[src/rtl/reg_dump.sv]
// Register-file dump engine: walks every register through a dedicated read port
// and streams each value with its address tag over a valid/ready interface.
module reg_dump #(
  parameter int W = 8,
  parameter int D = 4
) (
  input  logic         CLK,
  input  logic         RST_N,
  input  logic         start,
  input  logic         core_done,
  output logic [D-1:0] rd_addr,
  input  logic [W-1:0] rd_data,
  output logic         out_valid,
  input  logic         out_ready,
  output logic [W-1:0] out_data,
  output logic [D-1:0] out_addr,
  output logic         out_last,
  output logic         busy,
  output logic         done,
  output logic         start_err
);

  typedef enum logic [1:0] {
    IDLE  = 2'd0,
    RUN   = 2'd1,
    DRAIN = 2'd2,
    DONE  = 2'd3
  } state_t;

  localparam logic [D-1:0] PTR_ZERO = {D{1'b0}};
  localparam logic [D-1:0] PTR_ONE  = {{(D-1){1'b0}}, 1'b1};
  localparam logic [D-1:0] PTR_MAX  = {D{1'b1}};
  localparam logic [W-1:0] DATA_ZERO = {W{1'b0}};

  state_t         state_r;
  logic [D-1:0]   ptr_r;
  logic           out_valid_r;
  logic [W-1:0]   out_data_r;
  logic [D-1:0]   out_addr_r;
  logic           out_last_r;
  logic           busy_r;
  logic           done_r;
  logic           start_err_r;

  logic           accept_s;
  logic           load_s;
  logic           at_max_s;

  // Handshake and load qualifiers for the single-entry output register
  always_comb begin
    accept_s = out_valid_r && out_ready;
    load_s   = (state_r == RUN) && (!out_valid_r || out_ready);
    at_max_s = (ptr_r == PTR_MAX);
  end

  // Dump sequencer with registered stream and status outputs
  always_ff @(posedge CLK or negedge RST_N) begin
    if (!RST_N) begin
      state_r     <= IDLE;
      ptr_r       <= PTR_ZERO;
      out_valid_r <= 1'b0;
      out_data_r  <= DATA_ZERO;
      out_addr_r  <= PTR_ZERO;
      out_last_r  <= 1'b0;
      busy_r      <= 1'b0;
      done_r      <= 1'b0;
      start_err_r <= 1'b0;
    end else begin
      done_r      <= 1'b0;
      start_err_r <= 1'b0;
      case (state_r)
        IDLE: begin
          out_valid_r <= 1'b0;
          ptr_r       <= PTR_ZERO;
          if (start && core_done) begin
            state_r <= RUN;
            busy_r  <= 1'b1;
          end else if (start) begin
            start_err_r <= 1'b1;
          end else begin
            busy_r <= 1'b0;
          end
        end
        RUN: begin
          if (load_s) begin
            out_data_r  <= rd_data;
            out_addr_r  <= ptr_r;
            out_last_r  <= at_max_s;
            out_valid_r <= 1'b1;
            // The pointer parks on the last index so it never wraps mid-dump
            if (at_max_s) begin
              state_r <= DRAIN;
            end else begin
              ptr_r <= ptr_r + PTR_ONE;
            end
          end else if (accept_s) begin
            out_valid_r <= 1'b0;
          end else begin
            out_valid_r <= out_valid_r;
          end
        end
        DRAIN: begin
          if (accept_s) begin
            out_valid_r <= 1'b0;
            busy_r      <= 1'b0;
            done_r      <= 1'b1;
            state_r     <= DONE;
          end else begin
            state_r <= DRAIN;
          end
        end
        DONE: begin
          ptr_r   <= PTR_ZERO;
          state_r <= IDLE;
        end
        default: begin
          state_r     <= IDLE;
          ptr_r       <= PTR_ZERO;
          out_valid_r <= 1'b0;
          busy_r      <= 1'b0;
        end
      endcase
    end
  end

  assign rd_addr   = ptr_r;
  assign out_valid = out_valid_r;
  assign out_data  = out_data_r;
  assign out_addr  = out_addr_r;
  assign out_last  = out_last_r;
  assign busy      = busy_r;
  assign done      = done_r;
  assign start_err = start_err_r;

endmodule

[config.mk]
export PLATFORM = sky130hd
export DESIGN_NAME = reg_dump
export DESIGN_NICKNAME = d
export VERILOG_FILES = /design/src/rtl/reg_dump.sv
export SDC_FILE = /design/constraint.sdc
export NUM_CORES = 1
export LEC_CHECK = 0
export CAP_MARGIN = 40
export CORE_MARGIN = 8
export CORE_UTILIZATION = 48
export CTS_CLUSTER_SIZE = 25
export DETAILED_ROUTE_END_ITERATION = 12
export PLACE_DENSITY = 0.9
export SETUP_SLACK_MARGIN = 0.1
export SLEW_MARGIN = 20
export SYNTH_ARGS = -nofsm -noshare
export SYNTH_HDL_FRONTEND = slang
export SYNTH_SLANG_ARGS = --single-unit
[constraint.sdc]
create_clock -name CLK -period 4.94 [get_ports CLK]
set_input_delay 0.741 -clock CLK [delete_from_list [all_inputs] [get_ports CLK]]
set_output_delay 0.741 -clock CLK [all_outputs]
set_load 0.02 [all_outputs]
Word level (Yosys, flattened, before mapping)
Cells that the tools add are included.
{"block": "totals", "reg_bits": 23, "latch_bits": 0, "ram_bits": 0, "rom_bits": 0, "in_bits": 13, "wordCells": 54, "mem_count": 0}
{"block": "classes", "add_sub_neg": 1, "multipliers": 0, "div": 0, "n_lt_le_gt_ge": 0, "eq_ne": 10, "n_shift": 0, "muxes": 20, "bitwise_logic": 0, "reduce_logical": 14}
{"cell": "2-to-1 mux 1 bit", "count": 11}
{"cell": "inequality test 2 bit, second input constant", "count": 5}
{"cell": "AND reduction 3 bit", "count": 3}
{"cell": "2-to-1 mux 4 bit", "count": 2}
{"cell": "one-hot mux 2 bit (4 select lines)", "count": 1}
{"cell": "one-hot mux 4 bit (2 select lines)", "count": 1}
{"cell": "2-to-1 mux 2 bit", "count": 3}
{"cell": "adder 4 x 1 -> 4 bit, second input constant", "count": 1}
{"cell": "equality test 2 bit, second input constant", "count": 2}
{"cell": "equality test 4 bit, second input constant", "count": 1}
{"cell": "nonzero test 2 bit", "count": 2}
{"cell": "logical AND 1 bit", "count": 3}
{"cell": "inequality test 3 bit, second input constant", "count": 1}
{"cell": "one-hot mux 1 bit (3 select lines)", "count": 1}
{"cell": "nonzero test 3 bit", "count": 1}
{"cell": "equality test 2 x 1 -> 1 bit, second input constant", "count": 1}
{"cell": "logical NOT 2 bit", "count": 1}
{"cell": "one-hot mux 1 bit (2 select lines)", "count": 1}
{"cell": "AND reduction 2 bit", "count": 1}
{"cell": "OR reduction 2 bit", "count": 1}
{"cell": "logical NOT 1 bit", "count": 1}
{"cell": "logical OR 1 bit", "count": 1}

Longest topological paths before layout
Gate-level depths: netlist of run 1.
{"block": "depth", "ltp_word": 5, "depth_mapped": 7}

Worst setup path before layout of run 1
OpenSTA, ideal clock, no wires.
{"block": "synth_timing", "kind": "input -> register", "start": "input out_ready", "end": "register out_addr_r[0] (netlist: out_addr[0])", "setup_time_ns": 0.125, "arrival_ns": 1.510, "required_ns": 4.815, "slack_ns": 3.305, "path_stages": 4, "path_cell_list": "nand2b_4 > nand2_4 > buf_2 > mux2_2"}
{"block": "synth_via", "elab_chain_len": 3}
{"item": "start, declared", "line": "14", "source": "input logic out_ready,"}
{"item": "logical OR 1 bit", "line": "52", "source": "load_s = (state_r == RUN) && (!out_valid_r || out_ready);"}
{"item": "logical AND 1 bit", "line": "52"}
{"item": "AND reduction 2 bit (no source line)"}
{"item": "end signal, assigned", "line": "87", "source": "out_addr_r <= ptr_r;"}
{"item": "end, declared", "line": "39", "source": "logic [D-1:0] out_addr_r;"}
No other way between the ends.
A chain may end at the register's enable or synchronous reset.

Final worst setup path of run 1
{"block": "layout_timing", "start": "register ptr_r[2] (netlist: rd_addr[2])", "end": "output rd_addr[2]"}
{"item": "start, declared", "line": "36", "source": "logic [D-1:0] ptr_r;"}
{"item": "start signal, assigned", "line": "94", "source": "ptr_r <= ptr_r + PTR_ONE;"}
{"item": "end, declared", "line": "11", "source": "output logic [D-1:0] rd_addr,"}
No word-level cell between the ends.

==> reports/results.ini, run 1 <==
[cells_and_area]
fin_util=0.680
num_antenna_cells=0
drive_gt1_frac=0.159
area_delta_synth_final_pct=36.8
nNetsFinal=145

[die]
die_h_um=63.2
start_util=0.497
pin_count=34
die_w_um=63.2
dieArea_sq_um=3990
row_count=17
core-area_sq_um=2150

[yosys]
ys_types=25
ys_dominant_reg_cell=dfrtp_1
synth_warnings=0
synth-seq-area-share=0.539
synth-edff-count=0
netlist_top_cells_count=dfrtp_1 (23), mux2_2 (12), o21ai_0 (9)
synth_cells=91
async_flop_share=1.00
synth_area_sq_um=1070
synth_most_common_cell=dfrtp_1
synthTopCellsByArea=dfrtp_1 (54%), mux2_2 (13%), ha_1 (5.9%)
synth_top_area_frac=0.539
synth_seq_cells=23
syn_avg_cell_area_sq_um=11.7
yosysTopAreaCell=dfrtp_1
syn-num-nets=109

[timing]
clock-skew-final_ps=4.65
rsz0062_at_grt=no
max_slew_margin=0.624
final.min_clock_period_ps=2200
tns_ps=0
final_hold_viol_count=0
slew_viol_final=0
max_slew.worst_pin.slew_ps=562
period_share=0.445
setup_viol=0
fmax_mhz=455

[clock_network]
clk_path_buf_depth=2
hold_buffers=0
post_cts_resized=0
cts-root-buf=clkbuf_4
clk_latency_ps=300
clock-sinks=23
cts_tree=done
h-tree-depth=1
cts_setup_buffers=0
cts_buffers=3
clk_pin_slew_ps=120

[route]
ant_nets=0
drtIter0Drc=7
routed_wl_mm=2.23
firstDrtPassIters=4
vias=809
drc=0
wl_per_cell_um=14.5
avgViaCountPerCell=5.25

[critical_path]
path_max_fanout=8
worst_ep_arrival_time_ps=1460
reg2reg_setup_slack_ps=3070
critPathKind=flip-flop to primary output
crit_path_end_kind=primary output
cpPeakStageDelay_ps=660
cp.buffers_inverters=1
cp_data_required_time_ps=4200
crit_chain=clkdlybuf4s50_1
crit_family=buffers and inverters
start_kind=flip-flop
cp_slowest_cell=clkdlybuf4s50_1

[global_routing]
track_usage=0.115
grt_max_degree=16
grt_pass1_vias=824
grt_pass1_wl_mm=3.83
grt_remaining_overflow=0
antenna_found_initial=0

[placement]
globalplace.congestion=0.727
dpl.hpwl_mm=1.79
portBuffers=33

[flow_run]
maxCapViolations=0

[worst_hold_path]
hp-class=flip-flop to flip-flop

[power_and_ir_drop]
total_leakage_power_uw=0.000651
pwr_density_cell_nw_per_um2=554
ir_worst_vdd_mv=0.314

[status]
status=completed

==> through the flow <==
stage                     std cells  total power, uW  instance area, sq um  setup slack [ps]  hold WS (ps)
after CTS                       154              819                  1460              2720           513
after detailed placement        150              735                  1430              2660           484
after global placement          149              714                  1420              2700           464
final                           154              808                  1460              2740           502
after global routing            154              870                  1460              2680           546
after floorplan                  91              566                  1070              3300           445
==> cells by family (layout without fill, tap and decap cells) <==
family / count (synthesis) / after routing / synth area share
AO/OA/AOI/OAI: 17 / 17 / 0.103
adder cells (fa/ha/maj): 5 / 5 / 0.0586
buffers and inverters: 7 / 42 / 0.0270
flip-flops: 23 / 23 / 0.539
multiplexers: 13 / 13 / 0.136
AND/OR/NAND/NOR: 26 / 26 / 0.136
==> path summary, 6_finish.rpt <==
check,from,endpoint,depth (start not counted)
min in group asynchronous,RST_N,state_r[1],1
min reg2reg,out_last,out_last,2
max reg2reg,state_r[1],rd_addr[3],5
min,out_last,out_last,2
max,rd_addr[2],rd_addr[2],1
max in group asynchronous,RST_N,out_data[5],2
==> state kept, by name, summed over array words and instances, names as in the netlist <==
signal	cells
out_data	8
out_last	1
out_valid	1
start_err	1
done	1
state_r	2
busy	1
out_addr	4
rd_addr	4
==> final cells by class <==
cell class                      count  area [sq um]
Tap cell                           28          35.0
Clock buffer                        4          26.3
Multi-Input combinational cell     61           463
Sequential cell                    23           576
Fill cell                         157           688
Timing Repair Buffer               34           345
Inverter                            4          15.0
==> cells in the final DEF (no fill, tap or decap), types with 3 or more instances in the layout <==
master and count:
inv_1 4, mux2_2 12, nand2_1 8, clkdlybuf4s50_1 33, dfrtp_1 23, nor2_1 4
clkbuf_4 3, nand3_1 6, o211ai_1 3, ha_1 5, o21ai_0 9
==> metal layers <==
metal	global-route usage	share of wire	vias to the layer above	wire length, um
li1	-	-	401	-
met1	0.128	0.40	383	887
met2	0.192	0.51	23	1130
met3	0.0424	0.082	2	183
met4	0.0513	0.012	0	27
met5	0	0	-	0
==> report_power, final <==
group	switching, uW	internal, uW
registers	39.9	252
logic	224	210
clock network	51.4	31.4
total	316	493
Power figures use the tool's default switching activity.
==> inputs of run 2 (changes only) <==
- CORE_ASPECT_RATIO: unset -> 0.5
- CORE_UTILIZATION: 48 -> 40
- PLACE_DENSITY: 0.9 -> 0.81
- clock period: 4.94 -> 2 ns (I/O delays scaled with it)
==> reports/results.ini, run 2 (same netlist as run 1, synthesis figures left out) <==
[route]
vias=814
wl_per_cell_um=14.1
ant_nets=0
drtIter0Drc=42
drc=0
firstDrtPassIters=4
avgViaCountPerCell=4.96
routed_wl_mm=2.31

[cells_and_area]
nNetsFinal=146
num_antenna_cells=0
fin_util=0.580
multi_input_area_sq_um=463
final_common_cell=clkdlybuf4s50_1
layout_common_cells=clkdlybuf4s50_1 (33), dfrtp_1 (23), mux2_2 (12)
drive_gt1_frac=0.165
area_delta_synth_final_pct=39.6
largest_reg_flops=8
n_fill_cell=227
seqCellArea_sq_um=576

[critical_path]
worst_ep_arrival_time_ps=1970
crit_path_end_kind=flip-flop
start_kind=flip-flop
cp_data_required_time_ps=2200
path_max_fanout=11
critPathKind=flip-flop to flip-flop

[die]
die_w_um=89.1
dieArea_sq_um=4680
die_h_um=52.5
pin_count=34
core-area_sq_um=2570
row_count=13
start_util=0.415

[power_and_ir_drop]
switchingPower_uw=796
clkPwrFrac=0.135
ir_worst_vdd_mv=0.537
p_sw_frac=0.381
internal_power_uw=1290
p_seq_frac=0.345
pwr_density_cell_nw_per_um2=1400
total_leakage_power_uw=0.000661
comb_power_share=0.520

[timing]
max_slew_margin=0.698
final.min_clock_period_ps=1770
clock-skew-final_ps=2.71
fmax_mhz=564
final_hold_viol_count=0
period_share=0.886
tns_ps=0
setup_viol=0
rsz0062_at_grt=no
slew_viol_final=0
max_slew.worst_pin.slew_ps=452

[clock_network]
hold_buffers=0
clk_latency_ps=260
h-tree-depth=1
cts_buffers=3
clk_pin_slew_ps=80
clock-sinks=23
cts-root-buf=clkbuf_8
cts_tree=done
clk_path_buf_depth=2
cts_setup_buffers=0
post_cts_resized=0

[placement]
portBuffers=33
dpl.hpwl_mm=1.79
globalplace.congestion=0.767

[global_routing]
grt_pass1_vias=786
track_usage=0.107
grt_remaining_overflow=0
antenna_found_initial=0
grt_max_degree=24
grt_pass1_wl_mm=3.87

[status]
status=completed

[flow_run]
maxCapViolations=0

[worst_hold_path]
hp-class=primary input to asynchronous set/reset pin

-- run 2: changes by cell type in the layout (fill, tap and decap cells not counted), sizes merged --
cell and delta:
buf +1
-- run 2: metrics by stage --
| stage | setup slack [ps] | hold slack [ps] | std cells | total power, uW | area (sq um) |
|---|---|---|---|---|---|
| CTS | 238 | 392 | 164 | 2120 | 1490 |
| global route | 148 | 401 | 164 | 2240 | 1490 |
| detailed placement | 232 | 469 | 160 | 1830 | 1450 |
| finish | 227 | 381 | 164 | 2090 | 1490 |
| floorplan | 448 | 4.41 | 91 | 1400 | 1070 |
| global placement | 284 | 462 | 160 | 1800 | 1450 |
-- run 2: path summary, 6_finish.rpt --
path	start	endpoint	slack [ps]	depth (start not counted)
setup reg to reg	state_r[1]	rd_addr[3]	230	5
max in group asynchronous	RST_N	out_data[4]	1380	2
min in group CLK	out_last	out_last	490	2
hold reg to reg	out_last	out_last	490	2
setup / recovery	state_r[1]	rd_addr[3]	230	5
hold / removal	RST_N	out_valid	380	2
-- run 2: layer usage --
metal,part of all wire,wire length (um),up-vias,track usage
met4,0.012,27,0,0.0463
met5,0,0,-,0
met1,0.42,975,399,0.124
li1,-,-,392,-
met3,0.054,125,2,0.0328
met2,0.51,1190,21,0.179
-- run 2: final cells by class --
class | count | share of cell area
Sequential cell | 23 | 0.386
Timing Repair Buffer | 35 | 0.232
Inverter | 4 | 0.0101
Tap cell | 37 | 0.0311
Clock buffer | 4 | 0.0302
Multi-Input combinational cell | 61 | 0.311
-- run 2: worst max-delay path, stage by stage, from the launching register on --
cell and delay (ps):
dfrtp_1 410, inv_1 110, ha_1 440, nand2_4 120, or4b_1 530, nand3_1 90
-- run 2: power groups by stage --
stage          clock network (uW)  logic (uW)  registers, uW
2_1_floorplan                   0         511            887
5_1_grt                       317        1180            745
3_5_place_dp                    0        1100            733
6_report                      282        1090            720
4_1_cts                       291        1100            722
3_3_place_gp                    0        1070            726
